--- config.mk ---
export PLATFORM = sky130hd
export DESIGN_NAME = l1_veri_onbellegi_flat
export DESIGN_NICKNAME = d
export VERILOG_FILES = /design/src/rtl/l1_veri_onbellegi_if.sv /design/src/rtl/l1_veri_onbellegi.sv /design/src/flat_wrapper.sv
export SDC_FILE = /design/constraint.sdc
export NUM_CORES = 2
export LEC_CHECK = 0
export ABC_AREA = 1
export CAP_MARGIN = 30
export CORE_MARGIN = 1.5
export CORE_UTILIZATION = 60
export CTS_CLUSTER_DIAMETER = 200
export DETAILED_ROUTE_END_ITERATION = 10
export PLACE_DENSITY_LB_ADDON = 0.15
export REMOVE_ABC_BUFFERS = 1
export SKIP_CTS_REPAIR_TIMING = 1
export SLEW_MARGIN = 20
export SYNTH_ARGS = -nofsm -noshare
export SYNTH_HDL_FRONTEND = slang
export SYNTH_SLANG_ARGS = --single-unit
--- constraint.sdc ---
create_clock -name clk_i -period 10.4 [get_ports clk_i]
set_clock_uncertainty 0.1 [all_clocks]
set_input_delay 1.04 -clock clk_i [delete_from_list [all_inputs] [get_ports clk_i]]
set_output_delay 1.04 -clock clk_i [all_outputs]
set_load 0.01 [all_outputs]
--- src/rtl/l1_veri_onbellegi_if.sv ---
// Bundle of the load/store-unit request side and the main-memory side of the L1 data cache.
// "slave" is the cache's view; "master" is the view of whoever drives requests and plays memory.
interface l1_veri_onbellegi_if;
  logic        l1v_sec_n_i;
  logic        l1v_yaz_gecerli_i;
  logic [31:0] l1v_adr_i;
  logic [31:0] l1v_veri_i;
  logic [3:0]  l1v_veri_maske_i;
  logic [31:0] l1v_veri_o;
  logic        l1v_durdur_o;
  logic        bellek_istek_o;
  logic        bellek_yaz_o;
  logic [31:0] bellek_adr_o;
  logic [31:0] bellek_veri_o;
  logic [3:0]  bellek_maske_o;
  logic        bellek_hazir_i;
  logic        bellek_gecerli_i;
  logic [31:0] bellek_veri_i;

  modport slave (
    input  l1v_sec_n_i, l1v_yaz_gecerli_i, l1v_adr_i, l1v_veri_i, l1v_veri_maske_i,
    output l1v_veri_o, l1v_durdur_o,
    output bellek_istek_o, bellek_yaz_o, bellek_adr_o, bellek_veri_o, bellek_maske_o,
    input  bellek_hazir_i, bellek_gecerli_i, bellek_veri_i
  );

  modport master (
    output l1v_sec_n_i, l1v_yaz_gecerli_i, l1v_adr_i, l1v_veri_i, l1v_veri_maske_i,
    input  l1v_veri_o, l1v_durdur_o,
    input  bellek_istek_o, bellek_yaz_o, bellek_adr_o, bellek_veri_o, bellek_maske_o,
    output bellek_hazir_i, bellek_gecerli_i, bellek_veri_i
  );
endinterface

--- src/rtl/l1_veri_onbellegi.sv ---
// Direct-mapped, write-through, no-write-allocate L1 data cache with a single-outstanding
// word-wide memory port; read misses refill the whole line one word at a time.
module l1_veri_onbellegi #(
  parameter int SATIR_SAYISI = 16,
  parameter int BLOK_KELIME  = 4
) (
  input logic                clk_i,
  input logic                rst_ni,
  l1_veri_onbellegi_if.slave bus
);
  localparam int SB = $clog2(SATIR_SAYISI);
  localparam int KB = $clog2(BLOK_KELIME);
  localparam int DW = SB + KB;
  localparam int TW = 30 - DW;

  typedef enum logic [2:0] {
    BOSTA, KARSILASTIR, DOLDUR_ISTEK, DOLDUR_BEKLE, YAZ_ISTEK, YAZ_BEKLE
  } durum_t;

  durum_t            durum_reg, durum_next;
  logic [KB-1:0]     k_reg, k_next;
  logic [29:0]       adr_reg;
  logic [31:0]       veri_reg;
  logic [3:0]        maske_reg;
  logic              yaz_reg;
  logic [SATIR_SAYISI-1:0] gecerli_reg;
  logic [TW-1:0]     etiket_mem [SATIR_SAYISI];
  logic [31:0]       istenen_reg, cikis_reg, cikis_c;
  logic              durdur_c;
  logic              bellek_istek_reg, bellek_yaz_reg;
  logic [31:0]       bellek_adr_reg, bellek_veri_reg;
  logic [3:0]        bellek_maske_reg;

  logic              ram_yaz, ram_oku;
  logic [DW-1:0]     ram_yaz_adr, ram_oku_adr;
  logic [31:0]       ram_yaz_veri, okunan_kelime;
  logic [3:0]        ram_serit;

  logic [KB-1:0]     ofs;
  logic [SB-1:0]     idx;
  logic [TW-1:0]     etiket;
  logic              isabet, son_kelime, dolum_yaz;
  logic              unused_adr;

  assign ofs        = adr_reg[KB-1:0];
  assign idx        = adr_reg[DW-1:KB];
  assign etiket     = adr_reg[29:DW];
  assign isabet     = gecerli_reg[idx] && (etiket_mem[idx] == etiket);
  assign son_kelime = (k_reg == KB'(BLOK_KELIME - 1));
  assign dolum_yaz  = (durum_reg == DOLDUR_BEKLE) && bus.bellek_gecerli_i;
  assign unused_adr = ^bus.l1v_adr_i[1:0];

  // Data RAM is read in the accept cycle so the word is ready for the compare cycle.
  assign ram_oku     = (durum_reg == BOSTA) && !bus.l1v_sec_n_i;
  assign ram_oku_adr = bus.l1v_adr_i[DW+1:2];

  genvar gi;
  generate
    for (gi = 0; gi < 4; gi++) begin : g_serit
      logic [7:0] bayt_mem [SATIR_SAYISI*BLOK_KELIME];
      logic [7:0] okunan_bayt;
      always_ff @(posedge clk_i) begin
        if (ram_yaz && ram_serit[gi]) bayt_mem[ram_yaz_adr] <= ram_yaz_veri[8*gi +: 8];
        if (ram_oku) okunan_bayt <= bayt_mem[ram_oku_adr];
      end
      assign okunan_kelime[8*gi +: 8] = okunan_bayt;
    end
  endgenerate

  always_comb begin
    durum_next   = durum_reg;
    k_next       = k_reg;
    durdur_c     = 1'b0;
    cikis_c      = cikis_reg;
    ram_yaz      = 1'b0;
    ram_yaz_adr  = {idx, ofs};
    ram_yaz_veri = veri_reg;
    ram_serit    = maske_reg;
    case (durum_reg)
      BOSTA: begin
        if (!bus.l1v_sec_n_i) begin
          durdur_c   = 1'b1;
          durum_next = KARSILASTIR;
        end
      end
      KARSILASTIR: begin
        if (yaz_reg) begin
          durdur_c   = 1'b1;
          ram_yaz    = isabet;
          durum_next = YAZ_ISTEK;
        end else if (isabet) begin
          cikis_c    = okunan_kelime;
          durum_next = BOSTA;
        end else begin
          durdur_c   = 1'b1;
          k_next     = '0;
          durum_next = DOLDUR_ISTEK;
        end
      end
      DOLDUR_ISTEK: begin
        durdur_c = 1'b1;
        if (bus.bellek_hazir_i) durum_next = DOLDUR_BEKLE;
      end
      DOLDUR_BEKLE: begin
        durdur_c = 1'b1;
        if (bus.bellek_gecerli_i) begin
          ram_yaz      = 1'b1;
          ram_yaz_adr  = {idx, k_reg};
          ram_yaz_veri = bus.bellek_veri_i;
          ram_serit    = 4'hF;
          if (son_kelime) begin
            durdur_c   = 1'b0;
            cikis_c    = (k_reg == ofs) ? bus.bellek_veri_i : istenen_reg;
            durum_next = BOSTA;
          end else begin
            k_next     = k_reg + 1'b1;
            durum_next = DOLDUR_ISTEK;
          end
        end
      end
      YAZ_ISTEK: begin
        if (bus.bellek_hazir_i) durum_next = BOSTA;
        else durdur_c = 1'b1;
      end
      default: durum_next = BOSTA;
    endcase
  end

  always_ff @(posedge clk_i or negedge rst_ni) begin
    if (!rst_ni) begin
      durum_reg        <= BOSTA;
      k_reg            <= '0;
      gecerli_reg      <= '0;
      cikis_reg        <= '0;
      bellek_istek_reg <= 1'b0;
      bellek_yaz_reg   <= 1'b0;
      bellek_adr_reg   <= '0;
      bellek_veri_reg  <= '0;
      bellek_maske_reg <= '0;
    end else begin
      durum_reg <= durum_next;
      k_reg     <= k_next;
      cikis_reg <= cikis_c;
      // The line is invalidated while being refilled so a half-written line is never hit.
      if (durum_reg == KARSILASTIR && !yaz_reg && !isabet) gecerli_reg[idx] <= 1'b0;
      if (dolum_yaz && son_kelime) gecerli_reg[idx] <= 1'b1;
      bellek_istek_reg <= (durum_next == DOLDUR_ISTEK) || (durum_next == YAZ_ISTEK);
      bellek_yaz_reg   <= (durum_next == YAZ_ISTEK);
      if (durum_next == DOLDUR_ISTEK) begin
        bellek_adr_reg   <= {etiket, idx, k_next, 2'b00};
        bellek_veri_reg  <= '0;
        bellek_maske_reg <= 4'hF;
      end else if (durum_next == YAZ_ISTEK) begin
        bellek_adr_reg   <= {adr_reg, 2'b00};
        bellek_veri_reg  <= veri_reg;
        bellek_maske_reg <= maske_reg;
      end
    end
  end

  always_ff @(posedge clk_i) begin
    if (ram_oku) begin
      adr_reg   <= bus.l1v_adr_i[31:2];
      veri_reg  <= bus.l1v_veri_i;
      maske_reg <= bus.l1v_veri_maske_i;
      yaz_reg   <= bus.l1v_yaz_gecerli_i;
    end
    if (dolum_yaz && (k_reg == ofs)) istenen_reg <= bus.bellek_veri_i;
    if (dolum_yaz && son_kelime) etiket_mem[idx] <= etiket;
  end

  assign bus.l1v_veri_o     = cikis_c;
  assign bus.l1v_durdur_o   = durdur_c & rst_ni;
  assign bus.bellek_istek_o = bellek_istek_reg;
  assign bus.bellek_yaz_o   = bellek_yaz_reg;
  assign bus.bellek_adr_o   = bellek_adr_reg;
  assign bus.bellek_veri_o  = bellek_veri_reg;
  assign bus.bellek_maske_o = bellek_maske_reg;
endmodule
--- src/flat_wrapper.sv ---
// flat-port wrapper written by rule: the top's interface ports become plain ports
module l1_veri_onbellegi_flat 
#(
  parameter int SATIR_SAYISI = 16,
  parameter int BLOK_KELIME  = 4
)
  (clk_i, rst_ni, bus_l1v_sec_n_i, bus_l1v_yaz_gecerli_i, bus_l1v_adr_i, bus_l1v_veri_i, bus_l1v_veri_maske_i, bus_l1v_veri_o, bus_l1v_durdur_o, bus_bellek_istek_o, bus_bellek_yaz_o, bus_bellek_adr_o, bus_bellek_veri_o, bus_bellek_maske_o, bus_bellek_hazir_i, bus_bellek_gecerli_i, bus_bellek_veri_i);
  l1_veri_onbellegi_if bus_i ();
  input logic clk_i;
  input logic rst_ni;
  input wire logic [$bits(bus_i.l1v_sec_n_i)-1:0] bus_l1v_sec_n_i;
  input wire logic [$bits(bus_i.l1v_yaz_gecerli_i)-1:0] bus_l1v_yaz_gecerli_i;
  input wire logic [$bits(bus_i.l1v_adr_i)-1:0] bus_l1v_adr_i;
  input wire logic [$bits(bus_i.l1v_veri_i)-1:0] bus_l1v_veri_i;
  input wire logic [$bits(bus_i.l1v_veri_maske_i)-1:0] bus_l1v_veri_maske_i;
  output wire logic [$bits(bus_i.l1v_veri_o)-1:0] bus_l1v_veri_o;
  output wire logic [$bits(bus_i.l1v_durdur_o)-1:0] bus_l1v_durdur_o;
  output wire logic [$bits(bus_i.bellek_istek_o)-1:0] bus_bellek_istek_o;
  output wire logic [$bits(bus_i.bellek_yaz_o)-1:0] bus_bellek_yaz_o;
  output wire logic [$bits(bus_i.bellek_adr_o)-1:0] bus_bellek_adr_o;
  output wire logic [$bits(bus_i.bellek_veri_o)-1:0] bus_bellek_veri_o;
  output wire logic [$bits(bus_i.bellek_maske_o)-1:0] bus_bellek_maske_o;
  input wire logic [$bits(bus_i.bellek_hazir_i)-1:0] bus_bellek_hazir_i;
  input wire logic [$bits(bus_i.bellek_gecerli_i)-1:0] bus_bellek_gecerli_i;
  input wire logic [$bits(bus_i.bellek_veri_i)-1:0] bus_bellek_veri_i;
  assign bus_i.l1v_sec_n_i = bus_l1v_sec_n_i;
  assign bus_i.l1v_yaz_gecerli_i = bus_l1v_yaz_gecerli_i;
  assign bus_i.l1v_adr_i = bus_l1v_adr_i;
  assign bus_i.l1v_veri_i = bus_l1v_veri_i;
  assign bus_i.l1v_veri_maske_i = bus_l1v_veri_maske_i;
  assign bus_l1v_veri_o = bus_i.l1v_veri_o;
  assign bus_l1v_durdur_o = bus_i.l1v_durdur_o;
  assign bus_bellek_istek_o = bus_i.bellek_istek_o;
  assign bus_bellek_yaz_o = bus_i.bellek_yaz_o;
  assign bus_bellek_adr_o = bus_i.bellek_adr_o;
  assign bus_bellek_veri_o = bus_i.bellek_veri_o;
  assign bus_bellek_maske_o = bus_i.bellek_maske_o;
  assign bus_i.bellek_hazir_i = bus_bellek_hazir_i;
  assign bus_i.bellek_gecerli_i = bus_bellek_gecerli_i;
  assign bus_i.bellek_veri_i = bus_bellek_veri_i;
  l1_veri_onbellegi #(.SATIR_SAYISI(SATIR_SAYISI), .BLOK_KELIME(BLOK_KELIME)) u_core (.clk_i(clk_i), .rst_ni(rst_ni), .bus(bus_i));
endmodule
## Word-level counts from Yosys, hierarchy flattened

Memory sizes are Yosys's and may differ from the RTL's. A register that Yosys moved wholly into a read port is not among the register bits.
Cells that the tools add are included.

- Word-level logic and storage cells: 111
- Register bits: 222
- Memories kept: 5
- Output and inout port bits: 103
- Bits of input ports: 106
- Bits in writable memories: 2,432
- Bits in latches: 0
- Memory bits (read-only): 0

Memory list:

| name | depth | bits a word | read ports | clocked after Yosys merged registers in | wr ports | RTL line | RTL |
|---|---|---|---|---|---|---|---|
| u_core.g_serit[0].bayt_mem | 64 | 8 | 1 | 1 | 1 | l1_veri_onbellegi.sv:60 | `logic [7:0] bayt_mem [SATIR_SAYISI*BLOK_KELIME];` |
| u_core.g_serit[1].bayt_mem | 64 | 8 | 1 | 1 | 1 | l1_veri_onbellegi.sv:60 |  |
| u_core.g_serit[2].bayt_mem | 64 | 8 | 1 | 1 | 1 | l1_veri_onbellegi.sv:60 |  |
| u_core.g_serit[3].bayt_mem | 64 | 8 | 1 | 1 | 1 | l1_veri_onbellegi.sv:60 |  |
| u_core.etiket_mem | 16 | 24 | 1 | 1 | 1 | l1_veri_onbellegi.sv:27 | `logic [TW-1:0] etiket_mem [SATIR_SAYISI];` |

- Shifts and indexed selects: 0
- $mul: 0
- $add $sub $neg: 1
- Muxes and demuxes: 58
- Div/mod/pow operators: 0
- Magnitude comparators: 2
- Bitwise operators: 4
- Equality and inequality tests: 9
- Reduce and logical (&&, ||, !) cells: 18

Operators by type and width:

| cell | number |
|---|---|
| $mux 32 | 11 |
| $pmux 32 s2 | 1 |
| $mux 16 | 2 |
| $eq 24x24->1 | 1 |
| $mux 1 | 20 |
| $mux 4 | 5 |
| $and 16x16->16 | 1 |
| $mux 2 | 8 |
| $not 16->16 | 1 |
| $or 16x16->16 | 1 |
| $mux 3 | 5 |
| $pmux 3 s5 | 1 |
| $logic_and 1x1->1 | 12 |
| $eq 3x2->1 const B | 3 |
| $eq 3x3->1 const B | 2 |
| $lt 4x5->1 const B | 1 |
| $pmux 1 s5 | 1 |
| $bmux 1 s4 | 1 |
| $demux 1 s4 | 1 |
| $ge 4x1->1 const B | 1 |
| $pmux 2 s2 | 1 |
| $eq 3x1->1 const B | 1 |
| $logic_not 1->1 | 3 |
| $logic_not 3->1 | 1 |
| 7 further kinds | 7 |

## Logic depth before layout (Yosys ltp)

- Depth in word-level cells: 9
- Mapped depth: 24
- Gate-level depth less buffers: 19

## Least setup slack after synthesis

OpenSTA, ideal clock, no wires.

- Kind: input to output
- Start point: in bus_l1v_sec_n_i
- End point: out bus_l1v_durdur_o
- Slack: 4.690 ns
- Data arrival time: 4.570 ns
- Stages: 4
- Path buffers: 1
- Data required time: 9.260 ns
- Cell sequence: nor4_1 clkbuf_1 nor2_1 a31oi_1

- Longest elaborated chain between the ends: 3

RTL lines:

| what | RTL line | RTL |
|---|---|---|
| start: declaration | flat_wrapper.sv:11 | `input wire logic [$bits(bus_i.l1v_sec_n_i)-1:0] bus_l1v_sec_n_i;` |
| $mux 1 | l1_veri_onbellegi.sv:81 | `if (!bus.l1v_sec_n_i) begin` |
| $pmux 1 s5 | l1_veri_onbellegi.sv:79 | `case (durum_reg)` |
| $and 1x1->1 | l1_veri_onbellegi.sv:173 | `assign bus.l1v_durdur_o = durdur_c & rst_ni;` |
| end: declaration | flat_wrapper.sv:17 | `output wire logic [$bits(bus_i.l1v_durdur_o)-1:0] bus_l1v_durdur_o;` |

No other way between the ends.

==> results.txt <==
The flow ran to the end, and the final reports show no timing, DRC or antenna violations. The number of synthesized flops with an enable pin came out at 2563. TritonCTS built the clock tree. Counting the fill cells in the layout gives 12300. The via count of the first global-routing pass is 67800, and the total power of the final layout is 27.4 mW.

For the achievable clock frequency, the log shows 125 MHz. Setup repair after global routing left no endpoint under its margin. The run gives 39.9 nW as the leakage power.

During I/O placement, the number of pins put on the boundary was 209. The count of buffers added on input and output ports is 204. The logs give 0.346 for the clock network fraction of design power and 0.484 for the sequential fraction of design power. The share of flip-flops with an asynchronous set or reset is 0.0450, and the post-synth design cell area is 0.108 sq mm. The detailed-routing iteration count for the pre-antenna-repair pass is 8, and the minimum setup slack after placement is 3.47 ns. The register area share after synthesis is 0.744.

For the count of distinct cell types in the synthesized netlist, the log shows 36. The path class of the tightest hold or removal check is reg2reg. The gate count after technology mapping was 8719; the flop and latch count out of synthesis was 2688.

For the worst endpoint data arrival time, the log shows 6.86 ns. Flip-flop count of the largest register, all copies and words added: 2048. Largest register by flop count: u_core.g_serit.bayt_mem.

The first global-routing pass estimated 443000 um of wire. The total global-route track usage is 0.333, and the detail-routed net length per standard cell is 27.0 um. The logs give 171000 um for the post-detailed-placement half-perimeter wirelength and 307000 um for the total wire length after detailed routing.

For the final routed database, the setup TNS stands at 0 ns. Using the TritonRoute via totals, the vias-per-cell ratio works out to 6.42. Number of max-cap violations: 0. The tree built by TritonCTS fans out to 2688 sinks. The final hold violation count came out at 0. The logs give 19 for the initial antenna violation count and 5 for the H-tree depth reported by CTS.

In this run, the number of DRC markers left after iteration 0 of detailed routing was 10500. In the final layout, the registers with the most flip-flops are u_core.g_serit.bayt_mem x2048, u_core.etiket_mem x384. The synthesized area per cell is 12.3 sq um, and the highest ir drop seen on vdd is 0.179 mV. STA classifies the critical path startpoint as a flop. In this run the power density over the cells is 226 mW/mm^2. The share of cells above drive strength 1 is 0.0747. For the number of nets still failing antenna checks after routing, the log shows 0. Setup violations remaining at the end of the flow were counted as 0. The fraction of power spent switching nets works out to 0.284. The final routed DRC violation total was 0. The clock passes through at most 4 buffers. Once routing completed, OpenROAD measured the worst setup slack at 2.40 ns. For the worst slew margin relative to its limit, the log shows 0.192.

The worst-path maximum fanout came out at 89. Post-route clock period utilization: 0.769. Counting the buffers created by CTS gives 285. The floorplan step defined a die boundary enclosing 0.182 sq mm.

Cell at the root of the clock tree: sky130_fd_sc_hd__clkbuf_16. Entering global routing, the biggest net connects 228 pins. The worst setup path is captured at an output port. The routed layout has 73000 vias. At the pin with the least slew margin, the transition time is 1.21 ns. Summed over all nets, the switching power comes to 7.78 mW. The run gives 0.95 ns as the clock insertion delay at the later pin of the skew report. The CTS clock-pin slew for the worst setup and hold paths is 0.06 ns. The number of warning messages in the yosys log is 0, and the final critical delay including setup and external delays is 8.00 ns. The area added between synthesis and finish is 12.7%, and the final layout net count is 8891. The die boundary height came out at 426 um. Max-slew violation count: 0. Primary flip-flop cell chosen by synthesis mapping: sky130_fd_sc_hd__edfxtp_1.

The effective utilization at floorplan was 0.604. The kind of critical path is reg2out. The part of the power in combinational logic is 0.170, and the area of the core is 0.178 sq mm. After global routing the overflow that remains totals 0.

At the worst endpoint, the required time is 9.26 ns. The internal portion of the total power is 19.6 mW. The share of the core filled with cells is 0.680. Measured along the x axis, the die boundary spans 426 um.

The number of placement rows came out at 155. At the end of routability-driven placement, the weighted congestion stood at 0.862.
kinds of logic after synthesis:
logic type,count (synthesis),synth area share
other,1,0.0000348
buffers and inverters,875,0.0320
AOI/OAI and AO/OA,2611,0.132
xor gates and xnor gates,2,0.000163
and+or+nand+nor,2542,0.0921
DFF,2688,0.744
metal layers:
metal | track usage | up-vias | part of all wire | routed length [um]
met2 | 0.507 | 4421 | 0.46 | 142000
met5 | 0 | - | 0.00020 | 62
met4 | 0.170 | 12 | 0.052 | 15900
li1 | - | 32100 | - | -
met3 | 0.0819 | 771 | 0.11 | 34600
met1 | 0.449 | 35800 | 0.37 | 114000
cell type report:
class                   count  area, sq um  share of cell area
multi-input cells        5157        24600               0.203
clock buffers             362         7640              0.0630
diodes                     35         87.6            0.000722
well taps                2355         2950              0.0243
clock inverters           126          863             0.00712
flip-flops and latches   2688        80100               0.660
inverters                 240          946             0.00780
repair buffers            413         4080              0.0336
stage by stage:
stage,instance area (sq um),std cells,hold WS [ns]
floorplan,105000,8085,0.375
global placement,112000,10800,0.370
finish,121000,11400,0.381
global route,121000,11300,0.406
CTS,121000,11300,-0.109
detailed placement,112000,10800,0.385
power by group through the flow:
stage | logic (mW) | clock network (mW) | registers (mW)
after floorplan | 2.34 | 0 | 13.7
after global placement | 4.47 | 0 | 13.5
after detailed placement | 4.58 | 0 | 13.5
after CTS | 4.62 | 9.52 | 13.3
after global routing | 5.04 | 9.95 | 13.3
final | 4.66 | 9.48 | 13.3
critical path: stages (launching register included):
cell,delay [ns]
sky130_fd_sc_hd__dfxtp_4,0.57
sky130_fd_sc_hd__inv_6,0.59
sky130_fd_sc_hd__buf_4,0.70
sky130_fd_sc_hd__nand2_1,0.13
sky130_fd_sc_hd__nand2_1,0.11
sky130_fd_sc_hd__nand2_1,0.06
sky130_fd_sc_hd__nand3_1,0.10
sky130_fd_sc_hd__nand3_1,0.12
sky130_fd_sc_hd__nand3_1,0.10
sky130_fd_sc_hd__nand2_1,0.07
sky130_fd_sc_hd__nor2_1,0.20
sky130_fd_sc_hd__nand3_1,0.19
sky130_fd_sc_hd__nor2_1,0.16
sky130_fd_sc_hd__nand3_2,0.38
sky130_fd_sc_hd__inv_2,0.29
sky130_fd_sc_hd__nand2_4,0.27
sky130_fd_sc_hd__buf_4,0.38
sky130_fd_sc_hd__a21oi_1,0.22
sky130_fd_sc_hd__o21ai_1,0.08
sky130_fd_sc_hd__nand2_1,0.36
sky130_fd_sc_hd__clkdlybuf4s50_1,0.63
placed cells by master, fill, tap and decap left out, types with 11 or more instances in the layout:
master | netlist | final
sky130_fd_sc_hd__o21ai_4 | 0 | 27
sky130_fd_sc_hd__o22ai_1 | 639 | 639
sky130_fd_sc_hd__nand3_1 | 227 | 227
sky130_fd_sc_hd__a21oi_1 | 331 | 321
sky130_fd_sc_hd__clkinv_1 | 4 | 62
sky130_fd_sc_hd__nor2_4 | 0 | 20
sky130_fd_sc_hd__clkbuf_4 | 0 | 28
sky130_fd_sc_hd__inv_1 | 232 | 225
sky130_fd_sc_hd__buf_12 | 0 | 12
sky130_fd_sc_hd__o211ai_1 | 59 | 59
sky130_fd_sc_hd__diode_2 | 0 | 35
sky130_fd_sc_hd__nor2_1 | 1620 | 1600
sky130_fd_sc_hd__bufinv_16 | 0 | 11
sky130_fd_sc_hd__o32ai_1 | 27 | 27
sky130_fd_sc_hd__edfxtp_1 | 2563 | 2563
sky130_fd_sc_hd__clkinv_2 | 0 | 47
sky130_fd_sc_hd__o21ai_1 | 34 | 34
sky130_fd_sc_hd__o21ai_0 | 1507 | 1480
sky130_fd_sc_hd__dfrtp_1 | 121 | 121
sky130_fd_sc_hd__clkbuf_1 | 535 | 65
sky130_fd_sc_hd__clkbuf_16 | 0 | 294
sky130_fd_sc_hd__nand2_1 | 670 | 663
sky130_fd_sc_hd__buf_4 | 5 | 145
sky130_fd_sc_hd__clkdlybuf4s50_1 | 0 | 197
sky130_fd_sc_hd__buf_16 | 0 | 14
cell usage after synthesis, types with 37 or more instances:
cell type / number / share of area
sky130_fd_sc_hd__a21oi_1: 331 / 0.015
sky130_fd_sc_hd__nor2_1: 1620 / 0.057
sky130_fd_sc_hd__nand3_1: 227 / 0.011
sky130_fd_sc_hd__buf_2: 45 / 0.0021
sky130_fd_sc_hd__inv_1: 232 / 0.0081
sky130_fd_sc_hd__edfxtp_1: 2563 / 0.72
sky130_fd_sc_hd__o22ai_1: 639 / 0.037
sky130_fd_sc_hd__o211ai_1: 59 / 0.0041
sky130_fd_sc_hd__o21ai_0: 1507 / 0.070
sky130_fd_sc_hd__buf_1: 37 / 0.0013
sky130_fd_sc_hd__dfrtp_1: 121 / 0.028
sky130_fd_sc_hd__nand2_1: 670 / 0.023
sky130_fd_sc_hd__clkbuf_1: 535 / 0.019
path summary, 6_finish.rpt:
path / startpoint / to / slack (ns) / depth (start not counted)
max: flop / bus_l1v_veri_o[28] / 2.40 / 20
min: u_core.g_serit[1].okunan_bayt[1] / u_core.cikis_reg[9] / 0.38 / 2
max reg2reg: u_core.durum_reg[2] / u_core.g_serit[0].bayt_mem[52][6] / 4.36 / 11
min reg2reg: u_core.g_serit[1].okunan_bayt[1] / u_core.cikis_reg[9] / 0.38 / 2
max in group asynchronous: rst_ni / u_core.cikis_reg[28] / 7.97 / 4
min in group asynchronous: rst_ni / u_core.bus.bellek_adr_o[30] / 0.49 / 2
(Power assumes the default switching activity.)
